===== config.mk =====
export PLATFORM = sky130hd
export DESIGN_NAME = exu_flush_req
export DESIGN_NICKNAME = d
export VERILOG_FILES = /design/src/rtl/exu_flush_pkg.sv /design/src/rtl/exu_flush_arb.sv /design/src/rtl/exu_flush_req.sv
export SDC_FILE = /design/constraint.sdc
export NUM_CORES = 1
export LEC_CHECK = 0
export ABC_CLOCK_PERIOD_IN_PS = 2400
export CAP_MARGIN = 20
export CORE_UTILIZATION = 63
export CTS_CLUSTER_SIZE = 12
export DETAILED_ROUTE_END_ITERATION = 10
export DONT_BUFFER_PORTS = 1
export GPL_TIMING_DRIVEN = 0
export PLACE_DENSITY = 0.85
export SLEW_MARGIN = 20
export SYNTH_ARGS = -nofsm -noshare
export SYNTH_HDL_FRONTEND = slang
export SYNTH_SLANG_ARGS = --single-unit
export TNS_END_PERCENT = 1

===== constraint.sdc =====
create_clock -name hclk -period 2.4 [get_ports hclk]
set_input_delay 0.12 -clock hclk [delete_from_list [all_inputs] [get_ports hclk]]
set_output_delay 0.12 -clock hclk [all_outputs]
set_load 0.005 [all_outputs]

===== src/rtl/exu_flush_pkg.sv =====
// Shared flush codes, FSM states and event priorities for the execute-stage flush path.
// The flush-stall tracker imports the same flush codes.
package exu_flush_pkg;

    localparam int unsigned SAMPLE_PHASE_DEF = 4;

    typedef enum logic [1:0] {
        FLUSH_DISABLE = 2'd0,
        FLUSH_CYCLE_1 = 2'd1,
        FLUSH_CYCLE_2 = 2'd2
    } flush_code_e;

    typedef enum logic [1:0] {
        IDLE  = 2'd0,
        ARMED = 2'd1,
        ISSUE = 2'd2
    } flush_state_e;

    // Trap and JALR share a flush code, so the pending slot keeps an explicit rank.
    typedef enum logic [1:0] {
        PRIO_NONE = 2'd0,
        PRIO_BR   = 2'd1,
        PRIO_JALR = 2'd2,
        PRIO_TRAP = 2'd3
    } ev_prio_e;

endpackage


===== src/rtl/exu_flush_arb.sv =====
// Redirect event arbiter: trap > jalr > branch, with wrong-path gating under flush_stall.
module exu_flush_arb
    import exu_flush_pkg::*;
#(
    parameter int unsigned XLEN = 32
) (
    input  logic              flush_stall,
    input  logic              br_taken,
    input  logic [XLEN-1:0]   br_target,
    input  logic              jalr_valid,
    input  logic [XLEN-1:0]   jalr_target,
    input  logic              trap_valid,
    input  logic [XLEN-1:0]   trap_vec,
    output logic              ev_valid,
    output flush_code_e       ev_code,
    output logic [XLEN-1:0]   ev_target,
    output ev_prio_e          ev_prio
);

    always_comb begin
        ev_valid  = 1'b0;
        ev_code   = FLUSH_DISABLE;
        ev_target = '0;
        ev_prio   = PRIO_NONE;
        if (trap_valid) begin
            ev_valid  = 1'b1;
            ev_code   = FLUSH_CYCLE_2;
            ev_target = trap_vec;
            ev_prio   = PRIO_TRAP;
        end else if (jalr_valid && !flush_stall) begin
            ev_valid  = 1'b1;
            ev_code   = FLUSH_CYCLE_2;
            ev_target = jalr_target;
            ev_prio   = PRIO_JALR;
        end else if (br_taken && !flush_stall) begin
            ev_valid  = 1'b1;
            ev_code   = FLUSH_CYCLE_1;
            ev_target = br_target;
            ev_prio   = PRIO_BR;
        end
    end

endmodule


===== src/rtl/exu_flush_req.sv =====
// Execute-stage flush request generator: holds the flush code until the sample phase, then redirects fetch.
// Optional FLUSH_PERF_CNT_EN adds saturating per-code issue counters.
module exu_flush_req
    import exu_flush_pkg::*;
#(
    parameter int unsigned XLEN         = 32,
    parameter int unsigned CNT_W        = 4,
    parameter int unsigned SAMPLE_PHASE = SAMPLE_PHASE_DEF
) (
    input  logic              hclk,
    input  logic              hrstn,
    input  logic [CNT_W-1:0]  cycle_cnt,
    input  logic              flush_stall,
    input  logic              br_taken,
    input  logic [XLEN-1:0]   br_target,
    input  logic              jalr_valid,
    input  logic [XLEN-1:0]   jalr_target,
    input  logic              trap_valid,
    input  logic [XLEN-1:0]   trap_vec,
    output logic [1:0]        flush,
    output logic              redirect_valid,
    output logic [XLEN-1:0]   redirect_pc,
    output logic              pend_overflow
`ifdef FLUSH_PERF_CNT_EN
    ,
    output logic [31:0]       perf_flush1_cnt,
    output logic [31:0]       perf_flush2_cnt
`endif
);

    localparam logic [CNT_W-1:0] SAMPLE_CNT = CNT_W'(SAMPLE_PHASE);

    logic            ev_valid;
    flush_code_e     ev_code;
    logic [XLEN-1:0] ev_target;
    ev_prio_e        ev_prio;

    flush_state_e    state_q, state_d;
    flush_code_e     act_code_q, act_code_d;
    logic [XLEN-1:0] act_tgt_q, act_tgt_d;
    logic            pend_vld_q, pend_vld_d;
    flush_code_e     pend_code_q, pend_code_d;
    logic [XLEN-1:0] pend_tgt_q, pend_tgt_d;
    ev_prio_e        pend_prio_q, pend_prio_d;
    flush_code_e     flush_q, flush_d;
    logic            rv_q, rv_d;
    logic [XLEN-1:0] rpc_q, rpc_d;
    logic            ovf_q, ovf_d;
    logic            sample;

    exu_flush_arb #(.XLEN(XLEN)) u_arb (
        .flush_stall (flush_stall),
        .br_taken    (br_taken),
        .br_target   (br_target),
        .jalr_valid  (jalr_valid),
        .jalr_target (jalr_target),
        .trap_valid  (trap_valid),
        .trap_vec    (trap_vec),
        .ev_valid    (ev_valid),
        .ev_code     (ev_code),
        .ev_target   (ev_target),
        .ev_prio     (ev_prio)
    );

    assign sample = (cycle_cnt == SAMPLE_CNT);

    always_comb begin
        state_d     = state_q;
        act_code_d  = act_code_q;
        act_tgt_d   = act_tgt_q;
        pend_vld_d  = pend_vld_q;
        pend_code_d = pend_code_q;
        pend_tgt_d  = pend_tgt_q;
        pend_prio_d = pend_prio_q;
        flush_d     = FLUSH_DISABLE;
        rv_d        = 1'b0;
        rpc_d       = rpc_q;
        ovf_d       = ovf_q;
        unique case (state_q)
            IDLE: begin
                if (ev_valid) begin
                    act_code_d = ev_code;
                    act_tgt_d  = ev_target;
                    flush_d    = ev_code;
                    state_d    = ARMED;
                end
            end
            ARMED: begin
                flush_d = act_code_q;
                if (ev_valid) begin
                    if (!pend_vld_q || ev_prio > pend_prio_q) begin
                        pend_vld_d  = 1'b1;
                        pend_code_d = ev_code;
                        pend_tgt_d  = ev_target;
                        pend_prio_d = ev_prio;
                    end
                    if (pend_vld_q)
                        ovf_d = 1'b1;
                end
                if (sample) begin
                    flush_d = FLUSH_DISABLE;
                    rv_d    = 1'b1;
                    rpc_d   = act_tgt_q;
                    state_d = ISSUE;
                end
            end
            ISSUE: begin
                // Full slot: a newly arriving higher-rank event overrides it on promotion to active.
                if (pend_vld_q) begin
                    if (ev_valid && ev_prio > pend_prio_q) begin
                        act_code_d = ev_code;
                        act_tgt_d  = ev_target;
                    end else begin
                        act_code_d = pend_code_q;
                        act_tgt_d  = pend_tgt_q;
                    end
                    if (ev_valid)
                        ovf_d = 1'b1;
                    pend_vld_d  = 1'b0;
                    pend_prio_d = PRIO_NONE;
                    flush_d     = (ev_valid && ev_prio > pend_prio_q) ? ev_code : pend_code_q;
                    state_d     = ARMED;
                end else if (ev_valid) begin
                    act_code_d = ev_code;
                    act_tgt_d  = ev_target;
                    flush_d    = ev_code;
                    state_d    = ARMED;
                end else begin
                    state_d = IDLE;
                end
            end
            default: state_d = IDLE;
        endcase
    end

    always_ff @(posedge hclk or negedge hrstn) begin
        if (!hrstn) begin
            state_q     <= IDLE;
            act_code_q  <= FLUSH_DISABLE;
            act_tgt_q   <= '0;
            pend_vld_q  <= 1'b0;
            pend_code_q <= FLUSH_DISABLE;
            pend_tgt_q  <= '0;
            pend_prio_q <= PRIO_NONE;
            flush_q     <= FLUSH_DISABLE;
            rv_q        <= 1'b0;
            rpc_q       <= '0;
            ovf_q       <= 1'b0;
        end else begin
            state_q     <= state_d;
            act_code_q  <= act_code_d;
            act_tgt_q   <= act_tgt_d;
            pend_vld_q  <= pend_vld_d;
            pend_code_q <= pend_code_d;
            pend_tgt_q  <= pend_tgt_d;
            pend_prio_q <= pend_prio_d;
            flush_q     <= flush_d;
            rv_q        <= rv_d;
            rpc_q       <= rpc_d;
            ovf_q       <= ovf_d;
        end
    end

    assign flush          = flush_q;
    assign redirect_valid = rv_q;
    assign redirect_pc    = rpc_q;
    assign pend_overflow  = ovf_q;

`ifdef FLUSH_PERF_CNT_EN
    always_ff @(posedge hclk or negedge hrstn) begin
        if (!hrstn) begin
            perf_flush1_cnt <= '0;
            perf_flush2_cnt <= '0;
        end else if (state_q == ISSUE) begin
            if (act_code_q == FLUSH_CYCLE_1 && perf_flush1_cnt != '1)
                perf_flush1_cnt <= perf_flush1_cnt + 32'd1;
            if (act_code_q == FLUSH_CYCLE_2 && perf_flush2_cnt != '1)
                perf_flush2_cnt <= perf_flush2_cnt + 32'd1;
        end
    end
`endif

endmodule


== Word level (Yosys, flattened, before mapping) ==
Cells that the tools add are included.

* Register bits: 109
* Output and inout bits: 36
* Bits of input ports: 106

* Reduce and logical (&&, ||, !) cells: 15
* Order comparisons: 1
* Equal/unequal tests: 10
* Multiplexer cells: 41

{| class="wikitable"
|+ Operators by type and width
! operator !! number
|-
| $mux W32 || 6
|-
| $pmux W32 S2 || 1
|-
| $mux W2 || 14
|-
| $mux W1 || 14
|-
| $ne A2 B2 Y1 const B || 7
|-
| $pmux W2 S3 || 2
|-
| $pmux W2 S2 || 2
|-
| $reduce_and A3 Y1 || 2
|-
| $reduce_and A5 Y1 || 1
|-
| $eq A4 B3 Y1 const B || 1
|-
| $pmux W1 S2 || 2
|-
| $reduce_and A2 Y1 || 2
|-
| $reduce_and A4 Y1 || 1
|-
| $reduce_bool A2 Y1 || 2
|-
| $logic_and A1 B1 Y1 || 3
|-
| $eq A2 B1 Y1 const B || 1
|-
| $eq A2 B2 Y1 const B || 1
|-
| $gt A2 B2 Y1 || 1
|-
| $logic_not A1 Y1 || 2
|-
| $logic_not A2 Y1 || 1
|-
| $logic_or A1 B1 Y1 || 1
|}

== Logic depth before layout (Yosys ltp) ==
Gate-level depths: netlist of the first run.

* Word-level depth: 10
* Gate-level depth with buffers: 10
* Mapped depth without buffers: 8

== Modules after synthesis ==
A second synthesis of the first run with hierarchy kept.

* Cells, all modules: 401
* Area, all modules: 5256.3 sq um

{| class="wikitable"
|+ Modules (own cells, without submodules)
! module !! cells an instance !! area an instance (sq um) !! times used
|-
| exu_flush_req || 319 || 4584.4 || 1
|-
| exu_flush_arb || 82 || 671.9 || 1
|}

== Worst setup path before layout of the first run ==
No wires, ideal clock.

* Kind: input to register
* Start point: input trap_valid
* End point: register pend_tgt_q[28]
* Stages on the path: 10
* Slack: 0.238 ns
* Data arrival time: 2.082 ns
* Data required time: 2.321 ns
* Cell sequence: clkbuf_1 -> buf_1 -> nor2_1 -> ha_1 -> and2b_1 -> o21ai_2 -> a211oi_1 -> buf_2 -> buf_4 -> mux2i_1

* Word-level cells in the longest chain between the ends: 4
* Elaborated cells on any way between the ends: 6

{| class="wikitable"
|+ Ends and longest elaborated chain
! what !! line !! source
|-
| start: declaration || exu_flush_req.sv:18 || <nowiki>input logic trap_valid,</nowiki>
|-
| $mux W2 || exu_flush_arb.sv:25 || <nowiki>if (trap_valid) begin</nowiki>
|-
| $gt A2 B2 Y1 || exu_flush_req.sv:91 || <nowiki>if (!pend_vld_q || ev_prio > pend_prio_q) begin</nowiki>
|-
| $logic_or A1 B1 Y1 || exu_flush_req.sv:91 ||
|-
| $reduce_and A3 Y1 (no source line) || n/a ||
|-
| end signal: assignment || exu_flush_req.sv:155 || <nowiki>pend_tgt_q <= pend_tgt_d;</nowiki>
|-
| end: declaration || exu_flush_req.sv:43 || <nowiki>logic [XLEN-1:0] pend_tgt_q, pend_tgt_d;</nowiki>
|}

Several ways; a longest one is shown, not always the timed one.
A chain may end at the register's enable or synchronous reset.

== Worst setup path in the final report of the first run ==
* Start point: register pend_prio_q[1]
* End point: register pend_tgt_q[27]

* Word-level cells in the longest chain between the ends: 3

{| class="wikitable"
|+ Ends and longest elaborated chain
! what !! line !! source
|-
| start: declaration || exu_flush_req.sv:44 || <nowiki>ev_prio_e pend_prio_q, pend_prio_d;</nowiki>
|-
| start signal: assignment || exu_flush_req.sv:156 || <nowiki>pend_prio_q <= pend_prio_d;</nowiki>
|-
| $gt A2 B2 Y1 || exu_flush_req.sv:91 ||
|-
| $logic_or A1 B1 Y1 || exu_flush_req.sv:91 ||
|-
| $reduce_and A3 Y1 (no source line) || n/a ||
|}

Every way passes these cells.

==> results of run 1 <==
layout make-up:
cell class	instances	area, um^2
Fill cell	525	1720
Timing Repair Buffer	43	430.4
Clock inverter	4	73.82
Multi-Input combinational cell	281	1843
Clock buffer	10	137.6
Inverter	38	150.1
Tap cell	99	123.9
Buffer	37	240.2
Sequential cell	109	2728
worst max path at each step:
stage                    from        endpoint  slack, ns  depth (start not counted)
2_1_floorplan      trap_valid  pend_tgt_q[28]       0.24                         10
3_3_place_gp       trap_valid  pend_tgt_q[23]      -0.36                         10
3_5_place_dp       trap_valid  pend_tgt_q[27]      -0.45                         10
4_1_cts            trap_valid  pend_tgt_q[27]       0.13                         10
5_1_grt        pend_prio_q[1]   act_tgt_q[26]       0.05                          7
6_report       pend_prio_q[1]  pend_tgt_q[27]       0.25                          8
placed cells by master, fill, tap and decap left out, drive strengths merged, types with 8 or more instances in the layout:
cell type and count:
inv 38, a32oi 33, dlygate4sd3 43, mux2i 33, o21ai 39, dfrtp 109
clkbuf 29, a222oi 32, buf 18, nand2 101, nor2 8
Yosys cell counts (2+ instances only):
cell      instances
a21o_1            2
a21oi_1           2
a222oi_1         32
a31o_2            2
a32o_1            2
a32oi_1          33
buf_1             2
buf_12            3
buf_2             6
buf_4             3
buf_6             4
clkbuf_1         19
dfrtp_1         109
ha_1              2
inv_1            37
mux2i_1          33
nand2_1         101
nand2b_1          2
nand3_1           2
nor2_1            7
o21ai_0          23
o21ai_1          15
cell families after synthesis:
| group | Yosys count |
|---|---|
| XOR/XNOR | 1 |
| AO/OA/AOI/OAI | 123 |
| buffers and inverters | 75 |
| multiplexers | 34 |
| flip-flops | 109 |
| AND/OR/NAND/NOR | 121 |
| adder cells (fa/ha/maj) | 2 |
per-stage QoR:
stage / utilization, % / hold WS (ns) / total power, mW / setup WS, ns
after floorplan: - / -0.1756 / 4.493 / 0.2382
after global placement: 68.23 / -0.1733 / 4.898 / -0.3615
after detailed placement: 68.23 / -0.1733 / 5.038 / -0.4535
after CTS: 76.86 / -0.5842 / 6.306 / 0.1350
after global routing: 76.90 / -0.5937 / 6.716 / 0.05465
final: 76.90 / -0.5746 / 6.356 / 0.2453
sequential cells by signal, indices dropped and copies added, names as in the netlist:
register	flops
state_q	2
act_code_q	2
act_tgt_q	32
redirect_pc	32
pend_prio_q	2
pend_overflow	1
pend_vld_q	1
redirect_valid	1
pend_code_q	2
flush	2
pend_tgt_q	32
report_power, final:
| part | leakage [nW] | switching (mW) | internal (mW) |
|---|---|---|---|
| Sequential | 1.39 | 0.542 | 2.65 |
| Combinational | 1.11 | 1.12 | 0.819 |
| Clock | 0.108 | 0.614 | 0.606 |
routing by layer:
| layer | part of all wire, % | track usage [%] |
|---|---|---|
| met1 | 38 | 40.41 |
| met2 | 52 | 58.78 |
| met3 | 8.5 | 7.239 |
| met4 | 1.5 | 10.89 |
| met5 | 0 | 0 |
repair_timing:
| action | 4_1_cts | 5_1_grt |
|---|---|---|
| pin swaps | 0 | 0 |
| resized for setup | 1 | 4 |
| hold endpoints to repair | 146 | 109 |
| setup endpoints to repair | 8 | 6 |
==> impl_metrics.env, run 1 <==
export IMPL_run_status="complete, but fails checks"
export IMPL_violations="hold timing"
export IMPL_yosys_register_bits=109
export IMPL_dr_pass1_iters=6
export IMPL_final_antenna_net_count=0
export IMPL_areaGrowthSynthToFinish_pct=15.52
export IMPL_die_area_um2=8227
export IMPL_dr_first_iter_drc_count=374
export IMPL_syn_nets=573
export IMPL_ios=142
export IMPL_antenna_found_initial=0
export IMPL_nets=627
export IMPL_worstSetupPathType="reg2reg"
export IMPL_grtUsageTotal_pct=33.29
export IMPL_cp_max_fo=10
export IMPL_rsz0062_at_grt="false"
export IMPL_cts_buffers=9
export IMPL_vias_per_cell=6.523
export IMPL_r2r_start="pend_prio_q[1]"
export IMPL_clkTransAtPathRegs_ns=0.09
export IMPL_synthMuxAreaShare_pct=6.890
export IMPL_tightest_slew_ns=0.5593
export IMPL_r2r_cells=8
export IMPL_grt_first_pass_wirelength_um=21000
export IMPL_synth_compound_area_share_pct=19.61
export IMPL_fin_crit_ns=2.155
export IMPL_synthArstFlopShare_pct=100.0
export IMPL_vias=4051
export IMPL_avgSynthCellArea_um2=10.66
export IMPL_power_density_nw_per_um2=1110
export IMPL_synthXorXnorAreaFrac_pct=0.1767
export IMPL_placed_area_um2=5081
export IMPL_finalWeightedCongestion=0.8364
export IMPL_fin_crit_sh_pct=89.78
export IMPL_die_h_um=90.71
export IMPL_synth_cells=465
export IMPL_yosysWarnings=0
export IMPL_end_kind="register"
export IMPL_holdWs_ns=-0.5746
export IMPL_cp_top_family="buffers and inverters"
export IMPL_cts_tree="built"
export IMPL_route_detailed_drc=0
export IMPL_post_cts_buffers=0
export IMPL_start_util_pct=66.57
export IMPL_crit_path_cell_trace="inv_1, ha_1, and2b_1, o21ai_2, a211oi_1, buf_2, buf_4, mux2i_1"
export IMPL_hp_class="in2async"
export IMPL_synth_top_area_share_pct=55.02
export IMPL_cts_root_buf="clkbuf_8"
export IMPL_critPathMaxStageDelay_ns=0.34
export IMPL_r2r_end="pend_tgt_q[27]"
export IMPL_hold_viol_final=109
export IMPL_num_antenna_cells=0
export IMPL_start_kind="register"
export IMPL_clock_fmax_ghz=0.4641
export IMPL_die_w_um=90.71
export IMPL_setup_violations=0
export IMPL_grt_pass1_vias=4241
export IMPL_hold_buffers=43
export IMPL_gr_total_overflow=0
export IMPL_ys_seq_area_share_pct=55.02
export IMPL_relSlewSlack_pct=62.71
export IMPL_fin_setup_tns_ns=0
export IMPL_synth_area_um2=4957
export IMPL_htreeDepth=3
export IMPL_yosys_area_top_type="dfrtp_1"
export IMPL_synth_area_top_cells="dfrtp_1 (55%), nand2_1 (7.6%), mux2i_1 (6.7%)"
export IMPL_drive_gt1_share_pct=8.046
export IMPL_synth_distinct_cells=46
export IMPL_layoutNonFillerInstCount=621
export IMPL_dpl_hpwl_um=8345
export IMPL_drt_wl_total_um=13130
export IMPL_wl_per_cell_um=21.14
export IMPL_grt_max_degree=110
export IMPL_r2r_slack_ns=0.25
export IMPL_cp_num_buf_inv=3
export IMPL_irDropWorstVdd_mv=0.6741
export IMPL_power_leakage_nw=2.606
export IMPL_clock_path_buffers=2
export IMPL_worstPathArrival_ns=2.45
export IMPL_num_rows=31
export IMPL_synth_fa_ha_area_share_pct=0.5048
export IMPL_synth_top_family_by_area="compound AO/OA/AOI/OAI gates"
export IMPL_worst_ep_required_time_ns=2.69
export IMPL_final_area_um2=5727
export IMPL_synthSimpleGateAreaFrac_pct=9.995
export IMPL_synth_edff_count=0
export IMPL_cap_violations=0
export IMPL_final_max_slew_viol_count=0
export IMPL_core_um2=7447
export IMPL_slowest_stage="buf_2"
export IMPL_clk_latency_ns=0.39
export IMPL_port_buffers=0
export IMPL_skew_ns=0.01115
export IMPL_cts_sinks=109
export IMPL_synth_main_ff_cell="dfrtp_1"
export IMPL_dp_cells=564
Power figures use the tool's default switching activity.
==> run 2: changes to the inputs <==
CORE_UTILIZATION = 66   (was 63)
CTS_BUF_LIST = sky130_fd_sc_hd__clkbuf_8   (was default)
PLACE_DENSITY = 0.88   (was 0.85)
SLEW_MARGIN = default   (was 20)
==> run 2 against run 1 <==
The run still ends with hold timing left. Combinational power is essentially flat. Cell area grew 0.31%. Maximum frequency decreased by 5.2%. Largest power group unchanged.
==> impl_metrics.env, run 2 (same netlist as run 1, synthesis figures left out) <==
export IMPL_tightest_slew_ns=0.5570
export IMPL_setup_violations=0
export IMPL_fin_crit_ns=2.272
export IMPL_worstPathArrival_ns=2.56
export IMPL_port_buffers=0
export IMPL_end_kind="register"
export IMPL_clkTransAtPathRegs_ns=0.10
export IMPL_rsz0062_at_grt="false"
export IMPL_num_rows=31
export IMPL_fin_crit_sh_pct=94.66
export IMPL_final_cell_mix="dfrtp_1 (109), nand2_1 (101), dlygate4sd3_1 (45)"
export IMPL_die_h_um=88.67
export IMPL_slowest_stage="clkbuf_1"
export IMPL_cts_buffers=9
export IMPL_die_area_um2=7861
export IMPL_vias=4198
export IMPL_hold_viol_final=109
export IMPL_layout_cells_most_common="dfrtp_1"
export IMPL_num_antenna_cells=0
export IMPL_worst_ep_required_time_ns=2.69
export IMPL_placed_area_um2=5081
export IMPL_holdWs_ns=-0.5672
export IMPL_route_detailed_drc=0
export IMPL_irDropWorstVdd_mv=0.5761
export IMPL_fin_setup_tns_ns=0
export IMPL_grt_busiest_layer="met2"
export IMPL_met3_usage_pct=7.463
export IMPL_start_util_pct=68.35
export IMPL_grt_pass1_vias=4184
export IMPL_grt_first_pass_wirelength_um=20120
export IMPL_ios=142
export IMPL_dr_pass1_iters=8
export IMPL_gr_total_overflow=0
export IMPL_dpl_hpwl_um=8169
export IMPL_cts_tree="built"
export IMPL_antenna_found_initial=0
export IMPL_power_leakage_nw=2.617
export IMPL_use_met1_pct=44.74
export IMPL_grtUsageTotal_pct=34.50
export IMPL_finalWeightedCongestion=0.9131
export IMPL_start_kind="input port"
export IMPL_violations="hold timing"
export IMPL_wl_per_cell_um=21.11
export IMPL_run_status="complete, but fails checks"
export IMPL_cts_sinks=109
export IMPL_areaGrowthSynthToFinish_pct=15.88
export IMPL_crit_path_cell_trace="clkbuf_1, clkbuf_2, nor2_1, ha_1, and2b_1, o21ai_2, a211oi_1, buf_2, buf_4, mux2i_1"
export IMPL_clock_fmax_ghz=0.4402
export IMPL_hold_buffers=45
export IMPL_hp_class="in2async"
export IMPL_final_max_slew_viol_count=0
export IMPL_cts_root_buf="clkbuf_8"
export IMPL_dr_first_iter_drc_count=439
export IMPL_drt_wl_total_um=13200
export IMPL_nets=629
export IMPL_die_w_um=88.67
export IMPL_skew_ns=0.008117
export IMPL_core_um2=7253
export IMPL_cap_violations=0
export IMPL_clk_latency_ns=0.37
export IMPL_worstSetupPathType="in2reg"
export IMPL_clock_path_buffers=2
export IMPL_power_density_nw_per_um2=1101
export IMPL_vias_per_cell=6.717
export IMPL_dp_cells=564
export IMPL_drive_gt1_share_pct=7.605
export IMPL_final_area_um2=5744
export IMPL_layoutNonFillerInstCount=625
export IMPL_relSlewSlack_pct=62.87
export IMPL_grt_use_met2_pct=56.15
export IMPL_cp_max_fo=10
export IMPL_critPathMaxStageDelay_ns=0.37
export IMPL_final_antenna_net_count=0
export IMPL_htreeDepth=3
export IMPL_grt_max_degree=110
run 2: cell types whose count changed in the layout (fill, tap and decap cells not counted), sizes merged:
cell	before	now
dlygate4sd3	43	45
inv	38	41
clkbuf	29	32
buf	18	17
bufinv	2	1
clkinv	2	0
run 2: power by group:
part	total [mW]	internal (mW)	switching, mW	leakage [nW]
Combinational	1.95	0.819	1.13	1.12
Sequential	3.20	2.65	0.551	1.39
Clock	1.17	0.566	0.607	0.116
Total	6.33	4.04	2.29	2.62
run 2: critical path, delay by kind of cell:
family                     cells  cell delay, ns
buffers and inverters          4            1.32
AOI/OAI and AO/OA              2            0.34
muxes                          1            0.22
adders and majority gates      1            0.18
and+or+nand+nor                2            0.38
run 2: metrics by stage:
stage / setup WS [ns] / util (%) / total power, mW
final: 0.1282 / 79.20 / 6.326
after CTS: 0.01708 / 79.18 / 6.266
after global routing: 0.02290 / 79.20 / 6.687
after global placement: -0.2536 / 70.05 / 4.887
after floorplan: 0.2382 / - / 4.493
after detailed placement: -0.3599 / 70.05 / 5.028
run 2: final cells by class:
type	count	area (um^2)
fill	461	1509
inverter	38	150.1
buffer	37	237.7
multi-input combinational	281	1843
timing repair buffer	45	450.4
tap	99	123.9
clock inverter	4	46.29
clock buffer	12	165.2
sequential	109	2728
run 2: what timing repair did:
item                                    CTS  global route
resized for setup                         0             1
endpoints found under the hold margin   147           109
endpoints found under the setup margin    0            61
buffers inserted                          0             0
run 2: per-layer routing:
metal / up-vias / part of all wire, %
met5: - / 0
met4: 0 / 2.4
met3: 25 / 8.5
met2: 257 / 50
met1: 2114 / 39
li1: 1802 / -
run 2: final timing paths:
kind | end | cells past startpoint | from | slack, ns
max | pend_tgt_q[23] | 10 | trap_valid | 0.13
min | redirect_valid | 0 | hrstn | -0.57
max reg2reg | act_tgt_q[3] | 7 | pend_prio_q[1] | 0.18
min reg2reg | redirect_pc[8] | 2 | act_tgt_q[8] | 0.48
max in group asynchronous | pend_tgt_q[10] | 0 | hrstn | 2.85
min in group hclk | act_tgt_q[25] | 2 | jalr_target[25] | 0
==> run 3: changes to the inputs <==
SETUP_SLACK_MARGIN = 0.5   (was default)
==> run 3 against run 2 <==
The run still ends with hold timing left. First-iteration DRC count rose by 26%. Maximum frequency is 21% higher. Cell area rose by 2.4%. Via count fell by 1.1%. Flip-flop and latch count stayed put. Global-route usage decreased by 1.2 points. Clock skew rose by 0.0098 ns. Die area did not move. Non-clock buffer count is the same. Clock power shrank 10%. Critical path type is now reg2reg. Largest cell class unchanged.
==> impl_metrics.env, run 3 (same netlist as run 1, synthesis figures left out) <==
export IMPL_run_status="complete, but fails checks"
export IMPL_violations="hold timing"
export IMPL_cp_max_fo=10
export IMPL_grt_max_degree=110
export IMPL_route_detailed_drc=0
export IMPL_setup_violations=0
export IMPL_drt_wl_total_um=13250
export IMPL_hold_viol_final=112
export IMPL_gr_total_overflow=0
export IMPL_ios=142
export IMPL_dr_first_iter_drc_count=555
export IMPL_areaGrowthSynthToFinish_pct=18.68
export IMPL_die_w_um=88.67
export IMPL_final_cell_mix="dfrtp_1 (109), nand2_1 (100), dlygate4sd3_1 (40)"
export IMPL_die_h_um=88.67
export IMPL_fin_setup_tns_ns=0
export IMPL_dp_cells=564
export IMPL_fin_crit_sh_pct=78.46
export IMPL_total_power_mw=6.551
export IMPL_r2r_slack_ns=0.52
export IMPL_cts_sinks=109
export IMPL_r2r_cells=6
export IMPL_start_kind="register"
export IMPL_core_um2=7253
export IMPL_end_kind="register"
export IMPL_clk_latency_ns=0.38
export IMPL_num_antenna_cells=0
export IMPL_final_area_um2=5883
export IMPL_final_max_slew_viol_count=0
export IMPL_cp_num_buf_inv=2
export IMPL_crit_end="act_tgt_q[1]"
export IMPL_irDropWorstVdd_mv=0.5906
export IMPL_vias=4151
export IMPL_path_depth=6
export IMPL_holdWs_ns=-0.5681
export IMPL_hp_class="in2async"
export IMPL_setup_ws_ns=0.5170
export IMPL_fillers=435
export IMPL_tightest_slew_ns=0.8210
export IMPL_drive_gt1_share_pct=13.31
export IMPL_vias_per_cell=6.642
export IMPL_seqCellArea_um2=2728
export IMPL_start_util_pct=68.35
export IMPL_cts_root_buf="clkbuf_8"
export IMPL_worst_ep_required_time_ns=2.71
export IMPL_layoutNonFillerInstCount=625
export IMPL_startpoint="pend_vld_q"
export IMPL_power_density_nw_per_um2=1114
export IMPL_grt_first_pass_wirelength_um=19620
export IMPL_clkTransAtPathRegs_ns=0.12
export IMPL_grtUsageTotal_pct=33.28
export IMPL_r2r_end="act_tgt_q[1]"
export IMPL_critPathMaxStageDelay_ns=0.44
export IMPL_power_leakage_nw=2.674
export IMPL_rsz0062_at_grt="true"
export IMPL_slowest_stage="clkbuf_1"
export IMPL_skew_ns=0.01787
export IMPL_cp_top_family="buffers and inverters"
export IMPL_grt_pass1_vias=3983
export IMPL_r2r_start="pend_vld_q"
export IMPL_port_buffers=0
export IMPL_dpl_hpwl_um=8014
export IMPL_num_rows=31
export IMPL_placed_area_um2=5101
export IMPL_die_area_um2=7861
export IMPL_finalWeightedCongestion=0.8851
export IMPL_final_util_pct=81.11
export IMPL_relSlewSlack_pct=45.27
export IMPL_antenna_found_initial=0
export IMPL_dp_slack_ns=0.03989
export IMPL_worstSetupPathType="reg2reg"
export IMPL_clock_fmax_ghz=0.5311
export IMPL_wl_per_cell_um=21.21
export IMPL_final_antenna_net_count=0
export IMPL_htreeDepth=3
export IMPL_layout_cells_most_common="dfrtp_1"
export IMPL_dr_pass1_iters=8
export IMPL_cap_violations=0
export IMPL_crit_path_cell_trace="buf_2, nand2_1, nor2_4, clkbuf_1, a32oi_1, o21ai_1"
export IMPL_worstPathArrival_ns=2.19
export IMPL_clock_path_buffers=2
export IMPL_cts_buffers=9
export IMPL_nets=629
export IMPL_fin_crit_ns=1.883
export IMPL_cts_tree="built"
export IMPL_multiInputGateArea_um2=1929
## run 3: cell types whose count changed in the layout (fill, tap and decap cells not counted), sizes merged
cell and delta:
buf +11, bufinv -1, clkbuf -9, clkinv +4
clkinvlp +1, dlygate4sd3 -5, inv -1
## run 3: metal layers
| metal | vias up | GRT usage [%] | wire length (um) |
|---|---|---|---|
| met2 | 261 | 53.43 | 6528 |
| met4 | 0 | 13.20 | 372 |
| met5 | - | 0 | 0 |
| met1 | 2056 | 44.76 | 5104 |
| met3 | 28 | 6.810 | 1249 |
| li1 | 1806 | - | - |
## run 3: layout make-up
class,instances,area share [%]
multi-input combinational,281,32.79
timing repair buffer,45,7.507
clock buffer,9,2.105
clock inverter,7,0.9996
tap,99,2.105
inverter,38,2.552
sequential,109,46.36
buffer,37,5.572
## run 3: where the power goes
part	switching [mW]	total, mW	leakage, nW	internal, mW
combinational	1.24	2.31	1.20	1.07
sequential	0.538	3.19	1.39	2.65
clock	0.659	1.05	0.0917	0.393
total	2.44	6.55	2.67	4.11
## run 3: worst min-delay path by stage
stage                     start         endpoint  slack (ns)  cells past startpoint
after floorplan           hrstn    act_code_q[0]       -0.18                      0
after global placement    hrstn   redirect_valid       -0.17                      0
after detailed placement  hrstn  redirect_pc[22]       -0.17                      0
after CTS                 hrstn  redirect_pc[29]       -0.57                      0
after global routing      hrstn  redirect_pc[29]       -0.59                      0
final                     hrstn  redirect_pc[31]       -0.57                      0
## run 3: repair_timing
action,in CTS,in global routing
buffers inserted,2,3
gates cloned,0,0
endpoints found under the hold margin,140,114
gates resized for setup,17,53
hold buffers,36,4
endpoints found under the setup margin,62,68
pin swaps,1,2
